**src/rtl/anubis_pkg.sv**
```systemverilog
// Shared Anubis theta definitions: GF(2^8) xtime (poly 0x11d), column type and partial-product helper.
// ANUBIS_THETA_BYPASS_EN (optional) is consumed by anubis_theta_pipe, not by this package.
package anubis_pkg;

    localparam logic [7:0] ANUBIS_POLY = 8'h1d;

    // Byte k of a column sits at [8k+7:8k], so a 32-bit word casts directly.
    typedef logic [3:0][7:0] theta_col_t;

    function automatic logic [7:0] gf_xtime(input logic [7:0] x);
        return {x[6:0], 1'b0} ^ (x[7] ? ANUBIS_POLY : 8'h00);
    endfunction

    // Partial products shared by the four output bytes:
    // [0]=2(b0^b2) [1]=2(b1^b3) [2]=4(b0^b1) [3]=4(b2^b3)
    function automatic theta_col_t theta_products(input theta_col_t c);
        theta_col_t p;
        p[0] = gf_xtime(c[0] ^ c[2]);
        p[1] = gf_xtime(c[1] ^ c[3]);
        p[2] = gf_xtime(gf_xtime(c[0] ^ c[1]));
        p[3] = gf_xtime(gf_xtime(c[2] ^ c[3]));
        return p;
    endfunction

endpackage

```
**src/rtl/anubis_theta_col.sv**
```systemverilog
// Combinational theta for one 32-bit column, given the precomputed 2x/4x partial products.
// Product ordering follows anubis_pkg::theta_products.
module anubis_theta_col
    import anubis_pkg::*;
(
    input  theta_col_t prod,
    input  theta_col_t col_in,
    output theta_col_t col_out
);

    assign col_out[3] = col_in[3] ^ prod[0] ^ prod[2];
    assign col_out[2] = col_in[2] ^ prod[1] ^ prod[2];
    assign col_out[1] = col_in[1] ^ prod[0] ^ prod[3];
    assign col_out[0] = col_in[0] ^ prod[1] ^ prod[3];

endmodule

```
**src/rtl/anubis_theta_pipe.sv**
```systemverilog
// Pipelined Anubis theta layer (1 or 2 register stages) with valid/ready stream handshake.
// Optional ANUBIS_THETA_BYPASS_EN adds in_bypass: such beats pass through undiffused.
module anubis_theta_pipe
    import anubis_pkg::*;
#(
    parameter int N_WORDS     = 4,
    parameter int PIPE_STAGES = 1
) (
    input  logic                   clk,
    input  logic                   rst_n,
    input  logic                   in_valid,
    output logic                   in_ready,
    input  logic [32*N_WORDS-1:0]  in_data,
`ifdef ANUBIS_THETA_BYPASS_EN
    input  logic                   in_bypass,
`endif
    output logic                   out_valid,
    input  logic                   out_ready,
    output logic [32*N_WORDS-1:0]  out_data,
    output logic [1:0]             occupancy
);

    localparam int W = 32 * N_WORDS;

    if (PIPE_STAGES != 1 && PIPE_STAGES != 2) begin : g_bad_stages
        $error("anubis_theta_pipe: PIPE_STAGES must be 1 or 2");
    end
    if (N_WORDS < 1 || N_WORDS > 8) begin : g_bad_words
        $error("anubis_theta_pipe: N_WORDS must be 1..8");
    end

    theta_col_t     col_in  [N_WORDS];
    theta_col_t     prod_in [N_WORDS];
    theta_col_t     col_a   [N_WORDS];
    theta_col_t     prod_a  [N_WORDS];
    theta_col_t     col_out [N_WORDS];
    logic           byp_in;
    logic           byp_a;
    logic [W-1:0]   res_data;
    logic           load_out;
    logic           accept;
    logic           drain;

`ifdef ANUBIS_THETA_BYPASS_EN
    assign byp_in = in_bypass;
`else
    assign byp_in = 1'b0;
`endif

    for (genvar k = 0; k < N_WORDS; k++) begin : g_col
        assign col_in[k]  = in_data[32*k +: 32];
        assign prod_in[k] = theta_products(col_in[k]);

        anubis_theta_col u_col (
            .prod    (prod_a[k]),
            .col_in  (col_a[k]),
            .col_out (col_out[k])
        );

        assign res_data[32*k +: 32] = byp_a ? col_a[k] : col_out[k];
    end

    if (PIPE_STAGES == 1) begin : g_one
        logic v0;

        assign in_ready  = ~v0 | out_ready;
        assign out_valid = v0;
        assign load_out  = in_valid & in_ready;
        assign col_a     = col_in;
        assign prod_a    = prod_in;
        assign byp_a     = byp_in;

        always_ff @(posedge clk or negedge rst_n) begin
            if (!rst_n) begin
                v0 <= 1'b0;
            end else if (in_ready) begin
                v0 <= in_valid;
            end
        end
    end else begin : g_two
        logic       v0;
        logic       v1;
        logic       rdy1;
        logic       s0_byp;
        theta_col_t s0_col  [N_WORDS];
        theta_col_t s0_prod [N_WORDS];

        assign rdy1      = ~v1 | out_ready;
        assign in_ready  = ~v0 | rdy1;
        assign out_valid = v1;
        assign load_out  = v0 & rdy1;
        assign col_a     = s0_col;
        assign prod_a    = s0_prod;
        assign byp_a     = s0_byp;

        always_ff @(posedge clk or negedge rst_n) begin
            if (!rst_n) begin
                v0 <= 1'b0;
                v1 <= 1'b0;
            end else begin
                if (in_ready) v0 <= in_valid;
                if (rdy1)     v1 <= v0;
            end
        end

        // Stage-0 payload needs no reset: it is only observed behind v0.
        always_ff @(posedge clk) begin
            if (in_valid && in_ready) begin
                s0_col  <= col_in;
                s0_prod <= prod_in;
                s0_byp  <= byp_in;
            end
        end
    end

    always_ff @(posedge clk or negedge rst_n) begin
        if (!rst_n) begin
            out_data <= '0;
        end else if (load_out) begin
            out_data <= res_data;
        end
    end

    assign accept = in_valid & in_ready;
    assign drain  = out_valid & out_ready;

    always_ff @(posedge clk or negedge rst_n) begin
        if (!rst_n) begin
            occupancy <= 2'd0;
        end else begin
            case ({accept, drain})
                2'b10:   occupancy <= occupancy + 2'd1;
                2'b01:   occupancy <= occupancy - 2'd1;
                default: occupancy <= occupancy;
            endcase
        end
    end

endmodule

```
**config.mk**
```make
export PLATFORM = sky130hd
export DESIGN_NAME = anubis_theta_pipe
export DESIGN_NICKNAME = d
export VERILOG_FILES = /design/src/rtl/anubis_pkg.sv /design/src/rtl/anubis_theta_col.sv /design/src/rtl/anubis_theta_pipe.sv
export SDC_FILE = /design/constraint.sdc
export NUM_CORES = 1
export LEC_CHECK = 0
export CORE_UTILIZATION = 50
export CTS_CLUSTER_SIZE = 12
export DETAILED_ROUTE_END_ITERATION = 16
export PLACE_DENSITY = 0.83
export SYNTH_ARGS = -nofsm -noshare
export SYNTH_HDL_FRONTEND = slang
export SYNTH_SLANG_ARGS = --single-unit
export TNS_END_PERCENT = 20
```
**constraint.sdc**
```tcl
create_clock -name clk -period 2.3 [get_ports clk]
set_input_delay 0.23 -clock clk [delete_from_list [all_inputs] [get_ports clk]]
set_output_delay 0.23 -clock clk [all_outputs]
set_load 0.05 [all_outputs]
```
Yosys cells after proc, flatten, opt, wreduce, memory -nomap -nowiden
Cells that the tools add are included.
{"block": "classes", "n_addsub": 2, "n_eq_ne": 2, "muxes": 25, "bitwise_logic": 76, "reduce_logical": 1}
{"op": "8-bit XOR", "n": 48}
{"op": "8-bit by 5-bit XOR with 8-bit output", "n": 24}
{"op": "5-bit 2-to-1 mux", "n": 24}
{"op": "2-bit one-hot mux with 2 select lines", "n": 1}
{"op": "2-bit by 1-bit adder with 2-bit output (second input constant)", "n": 1}
{"op": "1-bit AND", "n": 2}
{"op": "2-bit by 1-bit equality test with 1-bit output (second input constant)", "n": 1}
{"op": "2-bit equality test (second input constant)", "n": 1}
{"op": "2-bit nonzero test", "n": 1}
{"op": "2-bit by 1-bit subtractor with 2-bit output (second input constant)", "n": 1}
{"op": "1-bit inverter", "n": 1}
{"op": "1-bit bitwise OR", "n": 1}
{"block": "totals", "ff_bits": 131, "input_bits": 132, "out_inout_bits": 132, "elab_cells": 109}

Logic depth before layout (Yosys ltp)
Gate-level depths: netlist of the first run.
{"block": "logic_depth", "depth_word": 6, "depth_mapped": 9, "depth_no_buf": 6}

By module
From an unflattened synthesis of the first run, not the netlist that was laid out.
{"block": "unflattened", "cells_unflattened": 602, "area_unflattened_um2": 9850.7}
{"module": "anubis_theta_pipe", "instances": 1, "cells_per_inst": 474, "area_per_inst_um2": 6807.8, "seq_area_each_um2": 3278.1}
{"module": "anubis_theta_col", "instances": 4, "cells_per_inst": 32, "area_per_inst_um2": 760.7, "seq_area_each_um2": 0.0}

Worst setup path after synthesis of the first run
Ideal clock, no wire load.
{"block": "synth_path", "path_type": "register to register", "start": "register g_one.v0, in the netlist out_valid", "end": "register occupancy[1]", "setup_ns": 0.143, "t_arrival_ns": 2.464, "t_required_ns": 2.157, "slack_ns": -0.307, "path_stages_with_launch": 10, "n_path_buf": 3, "synth_period_minus_slack_ns": 2.607, "cell_sequence": "dfrtp_1 nand2b_1 nand2_1 buf_2 buf_2 buf_1 ha_1 xnor2_1 nor2_1 xor2_1"}
{"block": "synth_via", "elab_chain_len": 5, "word_cells_on_any_way": 8, "classes_between": "eq/ne: 2; mux: 1; bitwise: 4; reduce/logical: 1"}
{"element": "from (decl)", "line": "anubis_theta_pipe.sv:64", "text": "logic v0;"}
{"element": "from (signal assigned)", "line": "anubis_theta_pipe.sv:77", "text": "v0 <= in_valid;"}
{"element": "1-bit inverter (*)", "line": "anubis_theta_pipe.sv:66", "text": "assign in_ready = ~v0 | out_ready;"}
{"element": "1-bit bitwise OR (*)", "line": "anubis_theta_pipe.sv:66"}
{"element": "named net in_ready", "line": "anubis_theta_pipe.sv:12", "text": "output logic in_ready,"}
{"element": "1-bit AND (*)", "line": "anubis_theta_pipe.sv:124", "text": "assign accept = in_valid & in_ready;"}
{"element": "2-bit by 1-bit equality test with 1-bit output / 2-bit equality test (equally long branches)", "line": "anubis_theta_pipe.sv:131", "text": "case ({accept, drain})"}
{"element": "2-bit one-hot mux with 2 select lines / 2-bit nonzero test (equally long branches)"}
{"element": "to (signal assigned)", "line": "anubis_theta_pipe.sv:132", "text": "2'b10: occupancy <= occupancy + 2'd1;"}
{"element": "to (signal assigned)", "line": "anubis_theta_pipe.sv:133", "text": "2'b01: occupancy <= occupancy - 2'd1;"}
{"element": "to (signal assigned)", "line": "anubis_theta_pipe.sv:134", "text": "default: occupancy <= occupancy;"}
{"element": "to (decl)", "line": "anubis_theta_pipe.sv:20", "text": "output logic [1:0] occupancy"}
The timed path passes the listed nets; every way through them passes the cells marked *.
A chain may end at the register's enable or synchronous reset.

Worst setup path in the final report of the first run
{"block": "layout_path", "start": "register out_data[52]", "end": "output out_data[52]"}
{"element": "from (decl)", "line": "anubis_theta_pipe.sv:19", "text": "output logic [32*N_WORDS-1:0] out_data,"}
{"element": "from (signal assigned)", "line": "anubis_theta_pipe.sv:120", "text": "out_data <= res_data;"}
No word-level cell between the ends.

==> results of run 1 <==
[through the flow]
stage	hold WS (ps)	instance area, sq um
floorplan	-65.59	9892
global placement	222.3	12980
detailed placement	223.6	12980
CTS	346.4	13550
global route	390.8	13550
finish	337.0	13550
[layout make-up]
cell class	count	area share
clock inverter	5	0.005727
sequential	131	0.2421
clock buffer	24	0.03556
multi-input combinational	616	0.4787
timing repair buffer	289	0.2135
tap	265	0.02448
[power by group]
part	internal, mW	switching (mW)
Clock	1.66	0.969
Combinational	3.50	5.10
Sequential	3.17	0.488
[cells by family (layout without fill, tap and decap cells)]
group | after synthesis | in the layout | share of synthesized area
xor+xnor | 427 | 427 | 0.5189
buf+inv | 32 | 318 | 0.01379
simple gates | 60 | 60 | 0.02354
flops | 131 | 131 | 0.3315
compound gates | 55 | 55 | 0.02784
fa+ha+maj | 1 | 1 | 0.001265
mux | 73 | 73 | 0.08313
[state kept, by name, indices dropped and copies added, names as in the netlist]
signal / flops
occupancy: 2
out_data: 128
out_valid: 1
[layer usage]
layer | share of wire | vias to the layer above | track usage
met5 | 0.00074 | - | 0
met4 | 0.017 | 2 | 0.07697
met3 | 0.066 | 32 | 0.06170
met2 | 0.49 | 193 | 0.3973
met1 | 0.42 | 3131 | 0.2903
li1 | - | 3093 | -
[worst reg2reg max path, delay by kind of cell (launching register included)]
kind | cells | cell delay [ps]
xor gates and xnor gates | 1 | 160
adders and majority gates | 1 | 360
and+or+nand+nor | 3 | 400
DFF | 1 | 420
[how the worst max path moves through the flow]
| stage | start | to | slack [ps] | depth (start not counted) |
|---|---|---|---|---|
| 2_1_floorplan | out_valid | occupancy[1] | 60 | 9 |
| 3_3_place_gp | in_data[15] | out_data[19] | 110 | 5 |
| 3_5_place_dp | in_data[15] | out_data[19] | 140 | 5 |
| 4_1_cts | out_valid | out_valid | 380 | 1 |
| 5_1_grt | out_data[52] | out_data[52] | 360 | 1 |
| 6_report | out_data[52] | out_data[52] | 390 | 1 |
[timing repair]
action | CTS | global route
hold endpoints to repair | 49 | 0
hold buffers | 1 | 0
gates resized for setup | 0 | 0
[placed cells by master (no fill, tap or decap), types with 3 or more instances in the layout]
cell | synthesis | final
nand2_1 | 56 | 55
buf_12 | 0 | 5
buf_4 | 0 | 21
xnor2_1 | 264 | 264
xnor3_1 | 46 | 46
clkdlybuf4s50_1 | 0 | 261
xor2_1 | 61 | 61
mux2_2 | 73 | 73
clkbuf_8 | 0 | 3
clkbuf_16 | 0 | 17
xnor2_4 | 18 | 18
xnor2_2 | 20 | 20
o21ai_0 | 6 | 6
dfrtp_1 | 131 | 130
clkbuf_1 | 17 | 4
xnor3_2 | 13 | 13
xor3_1 | 5 | 5
o21ai_1 | 49 | 49
==> impl_metrics.ini, run 1 <==
[outcome]
outcome = complete, no violations

[pwr]
irDropWorstVdd_mv = 0.8462
p_per_area_nw_per_um2 = 1099
power_mw = 14.88
p_leak_nw = 5.649

[place]
gp_congestion = 0.8435
post-dp-hpwl_um = 17760
io_buffer_count = 263
pre_cts_slack_ps = 139.5
dp.cells = 1300

[yosys]
syn_inst = 779
synth_common_cells = 264 x xnor2_1, 131 x dfrtp_1, 73 x mux2_2, 61 x xor2_1, 56 x nand2_1
synth_largest_area_cell = dfrtp_1
synth_cell_types = 19
syn_nets = 912
syn_area_sq_um = 9888
ys_top_cells_by_area = dfrtp_1 33%, xnor2_1 23%, xnor3_1 10%
ys_seq_area_frac = 0.3315
syn_area_per_cell_sq_um = 12.69
ys_ff_latch = 131
synth_edf_count = 0
async_flop_share = 1.000
synth_top_area_share = 0.3315
ys.flop_type = dfrtp_1
yosys_warnings = 0
yosysMostFrequentCell = xnor2_1

[timing]
max_freq_mhz = 523.6
relSlewSlack = 0.6154
setup_ws_ps = 390.1
hold_viol = 0
drv_slew = 0
worstMarginPinSlew_ps = 575.2
rsz0062_at_grt = false
finalSetupViolCount = 0
min_period_ps = 1910
skew_ps = 10.85
tns_ps = 0
post-route-period-util = 0.8304

[drt]
drc = 0
first_pass_iters = 4
num_vias = 6451
post_drt_wl_per_cell_um = 17.23
finalWirelength_um = 22910
drtAntennaViolNets = 0
drtIter0Drc = 202
avgViaCountPerCell = 4.850

[setup_path]
r2r_end = occupancy[1]
slowest_stage = clkdlybuf4s50_1
cp_top_family = buffers and inverters
rrSetupSlack_ps = 880
worstReg2RegStart = out_valid
crit_arrival_ps = 1680
critPathMaxFanout = 2
worstPathRequired_ps = 2070
cp-start-kind = register
endpoint_kind = output port
slowest_delay_ps = 860
path_buf_inv = 1
crit_chain = clkdlybuf4s50_1
worst-r2r-cell-count = 5
critPathKind = register to output port

[clocking]
cts.path.max_buffers = 2
clkLatencyLatePin_ps = 420
clock-sinks = 131
clk_pin_slew_ps = 60
htreeDepth = 4
cts_buffers = 17
cts_tree = done
cts-root-buf = clkbuf_16
postCtsSetupBuffers = 0

[die]
rows = 51
dieArea_sq_um = 20340
pin_count = 264
die_h_um = 142.6
start_util = 0.5097
fp.dieW_um = 142.6
core_sq_um = 19400

[finish]
fillers = 1451
diodes = 0
syn2layout_area_growth_pct = 36.99
regArea_sq_um = 3279
post-route-util = 0.6983
layout-drive-gt1-share = 0.1681
multi_input_area_sq_um = 6484
fin_nets = 1188
final_cells = 1330

[global_route]
grt_max_degree = 54
overflow = 0
grt_pass1_wl_um = 35860
grt_pass1_vias = 6754
track_usage = 0.2343
antenna_found_initial = 1

[job]
maxCapViolCount = 0

[hold_path]
hp-class = input pin to async pin
No activity file was read; power rests on OpenSTA's default activity.
==> run 2: changes to the inputs <==
--- a/config.mk
+++ b/config.mk
@@ -5,10 +5,10 @@
 export SDC_FILE = /design/constraint.sdc
 export NUM_CORES = 1
 export LEC_CHECK = 0
-export CORE_UTILIZATION = 50
+export CORE_UTILIZATION = 45
 export CTS_CLUSTER_SIZE = 12
 export DETAILED_ROUTE_END_ITERATION = 16
-export PLACE_DENSITY = 0.83
+export PLACE_DENSITY = 0.79
 export SYNTH_ARGS = -nofsm -noshare
 export SYNTH_HDL_FRONTEND = slang
 export SYNTH_SLANG_ARGS = --single-unit
==> constraint.sdc (replaced) <==
create_clock -name clk -period 1.61 [get_ports clk]
set_input_delay 0.161 -clock clk [delete_from_list [all_inputs] [get_ports clk]]
set_output_delay 0.161 -clock clk [all_outputs]
set_load 0.05 [all_outputs]
==> run 2 against run 1 <==
Via count grew 4.8%. Total power grew 44%. Global-route usage shrank 1.7 points. Critical endpoint is now out_data[5]. Largest cell class unchanged. Largest power group unchanged. Highest routed layer is now met4.
==> impl_metrics.ini, run 2 (synthesis results as in run 1) <==
[finish]
post-route-util = 0.6638
regArea_sq_um = 3279
fin_nets = 1295
largest_reg_flops = 128
fillers = 1647
final_common_cell = xnor2_1
regMostFlops = out_data
final_cells = 1451
syn2layout_area_growth_pct = 42.91
multi_input_area_sq_um = 6521
layout-drive-gt1-share = 0.3609
layout_common_cells = 264 x xnor2_1, 258 x buf_4, 130 x dfrtp_1

[place]
io_buffer_count = 263
post-dp-hpwl_um = 19010
gp_congestion = 0.8661
dp.cells = 1417

[clocking]
clock-sinks = 131
cts.path.max_buffers = 2
clk_pin_slew_ps = 60
cts_buffers = 17
htreeDepth = 4
cts-root-buf = clkbuf_16
clkLatencyLatePin_ps = 410
cts_tree = done

[timing]
max_freq_mhz = 645.6
rsz0062_at_grt = true
hold_viol = 0
min_period_ps = 1549
relSlewSlack = 0.6428
drv_slew = 0
finalSetupViolCount = 0
skew_ps = 6.250
worstMarginPinSlew_ps = 531.9
post-route-period-util = 0.9621
tns_ps = 0

[die]
fp.dieW_um = 150.2
pin_count = 264
rows = 53
start_util = 0.4645
dieArea_sq_um = 22570
die_h_um = 150.2
core_sq_um = 21290

[pwr]
power_mw = 21.39
p_per_area_nw_per_um2 = 1514
p_leak_nw = 6.333
irDropWorstVdd_mv = 1.128

[drt]
drtIter0Drc = 154
finalWirelength_um = 23710
post_drt_wl_per_cell_um = 16.34
drtAntennaViolNets = 0
avgViaCountPerCell = 4.657
drc = 0
first_pass_iters = 4
num_vias = 6758

[setup_path]
crit_arrival_ps = 1850
cp-start-kind = input pin
crit_chain = clkdlybuf4s50_1, xnor2_1, xnor2_2, xnor2_1, mux2_2
critPathKind = input pin to register
endpoint_kind = register
critPathMaxFanout = 3
slowest_delay_ps = 580
slowest_stage = clkdlybuf4s50_1
cp_top_family = XOR/XNOR gates
path_buf_inv = 1
worstPathRequired_ps = 1910
crit_top_cell = xnor2_1

[global_route]
antenna_found_initial = 1
track_usage = 0.2174
grt_max_degree = 56
grt_pass1_vias = 7160
overflow = 0
grt_pass1_wl_um = 37280

[hold_path]
hp-class = input pin to async pin

[outcome]
outcome = complete, no violations

[job]
maxCapViolCount = 0
-- run 2: area by class of cell --
cell class	count	share of cell area
clock buffer	19	0.03134
antenna	1	0.0001771
tap	275	0.02435
clock inverter	13	0.01124
sequential	131	0.2321
timing repair buffer	396	0.2393
multi-input combinational	616	0.4615
-- run 2: path summary, 6_finish.rpt --
kind                                   start       endpoint  slack, ps  depth (start not counted)
worst max-delay path             in_data[23]    out_data[5]         60                          5
worst min-delay path                   rst_n  out_data[119]        200                          2
worst max register to register     out_valid   occupancy[1]        270                          6
worst min register to register  occupancy[1]   occupancy[1]        470                          1
max in group asynchronous              rst_n   out_data[44]        800                          3
min in group clk                 in_data[30]   out_data[30]        400                          3
-- run 2: metrics by stage --
step	instance area [sq um]	hold slack [ps]	worst slack, ps
6_report	14130	197.8	61.05
5_1_grt	14130	218.4	-33.59
4_1_cts	14110	194.1	52.97
3_3_place_gp	13500	69.00	-345.3
2_1_floorplan	9937	-134.6	-190.7
3_5_place_dp	13500	72.25	-384.5
-- run 2: where the power goes --
part	switching, mW	internal [mW]
Sequential	0.710	4.53
Combinational	7.33	4.80
Clock	1.54	2.47
Total	9.59	11.8
-- run 2: timing repair --
| action | in CTS | in global routing |
|---|---|---|
| gates resized for setup | 0 | 2 |
| endpoints found under the hold margin | 40 | 0 |
| endpoints found under the setup margin | 0 | 8 |
| buffers inserted | 0 | 0 |
| hold buffers | 1 | 0 |
-- run 2: metal layers --
| metal | global-route usage | vias up | share of wire |
|---|---|---|---|
| met2 | 0.3813 | 207 | 0.50 |
| met1 | 0.2644 | 3221 | 0.42 |
| met5 | 0 | - | 0 |
| met3 | 0.05818 | 23 | 0.068 |
| met4 | 0.05253 | 0 | 0.011 |
| li1 | - | 3307 | - |
==> run 3: changes to the inputs <==
--- a/config.mk
+++ b/config.mk
@@ -5,10 +5,10 @@
 export SDC_FILE = /design/constraint.sdc
 export NUM_CORES = 1
 export LEC_CHECK = 0
-export CORE_UTILIZATION = 45
+export CORE_UTILIZATION = 50
 export CTS_CLUSTER_SIZE = 12
 export DETAILED_ROUTE_END_ITERATION = 16
-export PLACE_DENSITY = 0.79
+export PLACE_DENSITY = 0.83
 export SYNTH_ARGS = -nofsm -noshare
 export SYNTH_HDL_FRONTEND = slang
 export SYNTH_SLANG_ARGS = --single-unit
==> constraint.sdc (replaced) <==
create_clock -name clk -period 1.65 [get_ports clk]
set_input_delay 0.165 -clock clk [delete_from_list [all_inputs] [get_ports clk]]
set_output_delay 0.165 -clock clk [all_outputs]
set_load 0.05 [all_outputs]
==> run 3 against run 2 <==
The run now ends with design-rule violations left. Utilization increased by 6.3 points. Critical path type unchanged. Setup slack gained 51 ps. First-iteration DRC count rose by 18%. Final area decreased by 0.27%. Via count is essentially flat. Sequential power shrank 2%. Critical endpoint is now out_data[115]. Sequential share of layout area grew 0.062 points. Non-clock buffer count shrank 6. Clock skew up 5.3 ps. Die area is 9.9% lower. Largest power group unchanged. Worst hold slack gained 45 ps.
==> impl_metrics.ini, run 3 (synthesis results as in run 1) <==
[outcome]
outcome = finished, violations left
violations = design-rule violations

[finish]
final_common_cell = xnor2_1
fillers = 1405
multi_input_area_sq_um = 6510
largest_reg_flops = 128
post-route-util = 0.7265
layout_common_cells = 264 x xnor2_1, 238 x buf_4, 130 x clkdlybuf4s50_1, 130 x dfrtp_1, 73 x mux2_2
regArea_sq_um = 3279
syn2layout_area_growth_pct = 42.53
design_area_sq_um = 14090
fin_nets = 1289
regMostFlops = out_data
layout-drive-gt1-share = 0.3456

[clocking]
clkLatencyLatePin_ps = 420
clock-sinks = 131
clk_pin_slew_ps = 60
htreeDepth = 4
cts.path.max_buffers = 2
cts-root-buf = clkbuf_16
cts_buffers = 17
cts_tree = done

[die]
pin_count = 264
fp.dieW_um = 142.6
rows = 51
dieArea_sq_um = 20340
start_util = 0.5097
die_h_um = 142.6
core_sq_um = 19400

[setup_path]
path_buf_inv = 1
critPathMaxFanout = 7
crit_chain = clkdlybuf4s50_1, xnor2_4, xnor3_1, xor2_1, o21ai_1
critPathKind = input pin to register
path_depth = 5
rrSetupSlack_ps = 330
slowest_stage = clkdlybuf4s50_1
cp-start-kind = input pin
r2r_end = out_data[63]
cp_top_family = XOR/XNOR gates
worstReg2RegStart = out_valid
crit_arrival_ps = 1870
worst-r2r-cell-count = 4
endpoint_kind = register
slowest_delay_ps = 580
startpoint = in_data[127]
worstPathRequired_ps = 1980
endpoint = out_data[115]

[timing]
skew_ps = 11.57
hold_viol = 0
tns_ps = 0
finalSetupViolCount = 0
post-route-period-util = 0.9319
rsz0062_at_grt = false
max_freq_mhz = 650.3
relSlewSlack = 0.6649
worstMarginPinSlew_ps = 504.6
setup_ws_ps = 112.3
min_period_ps = 1538
drv_slew = 0

[global_route]
overflow = 0
track_usage = 0.2463
grt_pass1_wl_um = 37980
grt_max_degree = 43
grt_pass1_vias = 7432
antenna_found_initial = 2

[place]
post-dp-hpwl_um = 19030
io_buffer_count = 263
postPlaceCellArea_sq_um = 13480
pre_cts_slack_ps = -333.3
gp_congestion = 0.8662

[job]
maxCapViolCount = 0

[drt]
drc = 2
drtAntennaViolNets = 0
drtIter0Drc = 182
post_drt_wl_per_cell_um = 16.67
avgViaCountPerCell = 4.711
num_vias = 6760
finalWirelength_um = 23920
wl_met3_um = 1523
wl_met2_um = 12000
met1_length_um = 9930
highest_layer = met4
first_pass_iters = 11

[pwr]
p_leak_nw = 6.314
p_per_area_nw_per_um2 = 1476
power_mw = 20.81
irDropWorstVdd_mv = 1.313

[hold_path]
hp-class = input pin to async pin
-- run 3: cell types whose count changed in the layout (fill, tap and decap cells not counted), moves of 2 or more --
| cell | previous run | this run |
|---|---|---|
| dlygate4sd2_1 | 0 | 12 |
| clkinvlp_4 | 3 | 1 |
| buf_12 | 6 | 8 |
| buf_4 | 258 | 238 |
| clkbuf_1 | 1 | 3 |
-- run 3: metal layers --
metal	vias up	global-route usage
met1	3222	0.2964
li1	3298	-
met4	0	0.07866
met3	32	0.06707
met2	208	0.4272
met5	-	0
-- run 3: metrics by stage --
step,instances,hold slack [ps]
finish,1435,243.2
global placement,1400,128.8
CTS,1433,256.9
detailed placement,1400,130.3
floorplan,779,-130.6
global route,1435,279.7
-- run 3: worst reg2reg max path: stages (launching register included) --
cell      delay, ps
dfrtp_2         390
nand2b_4         80
nand2_8         150
buf_12          210
mux2_2          370
-- run 3: final cells by class --
cell class | instances | area share
well taps | 265 | 0.02353
clock buffers | 22 | 0.03294
flip-flops and latches | 131 | 0.2327
multi-input cells | 616 | 0.4619
diodes | 1 | 0.0001776
repair buffers | 390 | 0.2394
clock inverters | 10 | 0.009322
-- run 3: worst min path at each step --
stage / startpoint / to / cells after the start / slack [ps]
2_1_floorplan: rst_n / occupancy[0] / 0 / -130
3_3_place_gp: rst_n / out_data[118] / 1 / 130
3_5_place_dp: rst_n / out_data[118] / 1 / 130
4_1_cts: rst_n / out_data[98] / 2 / 260
5_1_grt: rst_n / out_data[109] / 2 / 280
6_report: rst_n / out_data[109] / 2 / 240
-- run 3: repair_timing --
action,in CTS,in global routing
endpoints found under the hold margin,36,0
resized for setup,12,0
hold buffers,1,0
buffers inserted,0,1
pin swaps,0,1
setup endpoints to repair,12,1
-- run 3: where the power goes --
| group | internal (mW) | total (mW) | switching [mW] | leakage, nW |
|---|---|---|---|---|
| clock network | 2.45 | 3.89 | 1.44 | 0.294 |
| registers | 4.42 | 5.12 | 0.703 | 1.56 |
| logic | 4.64 | 11.8 | 7.16 | 4.46 |
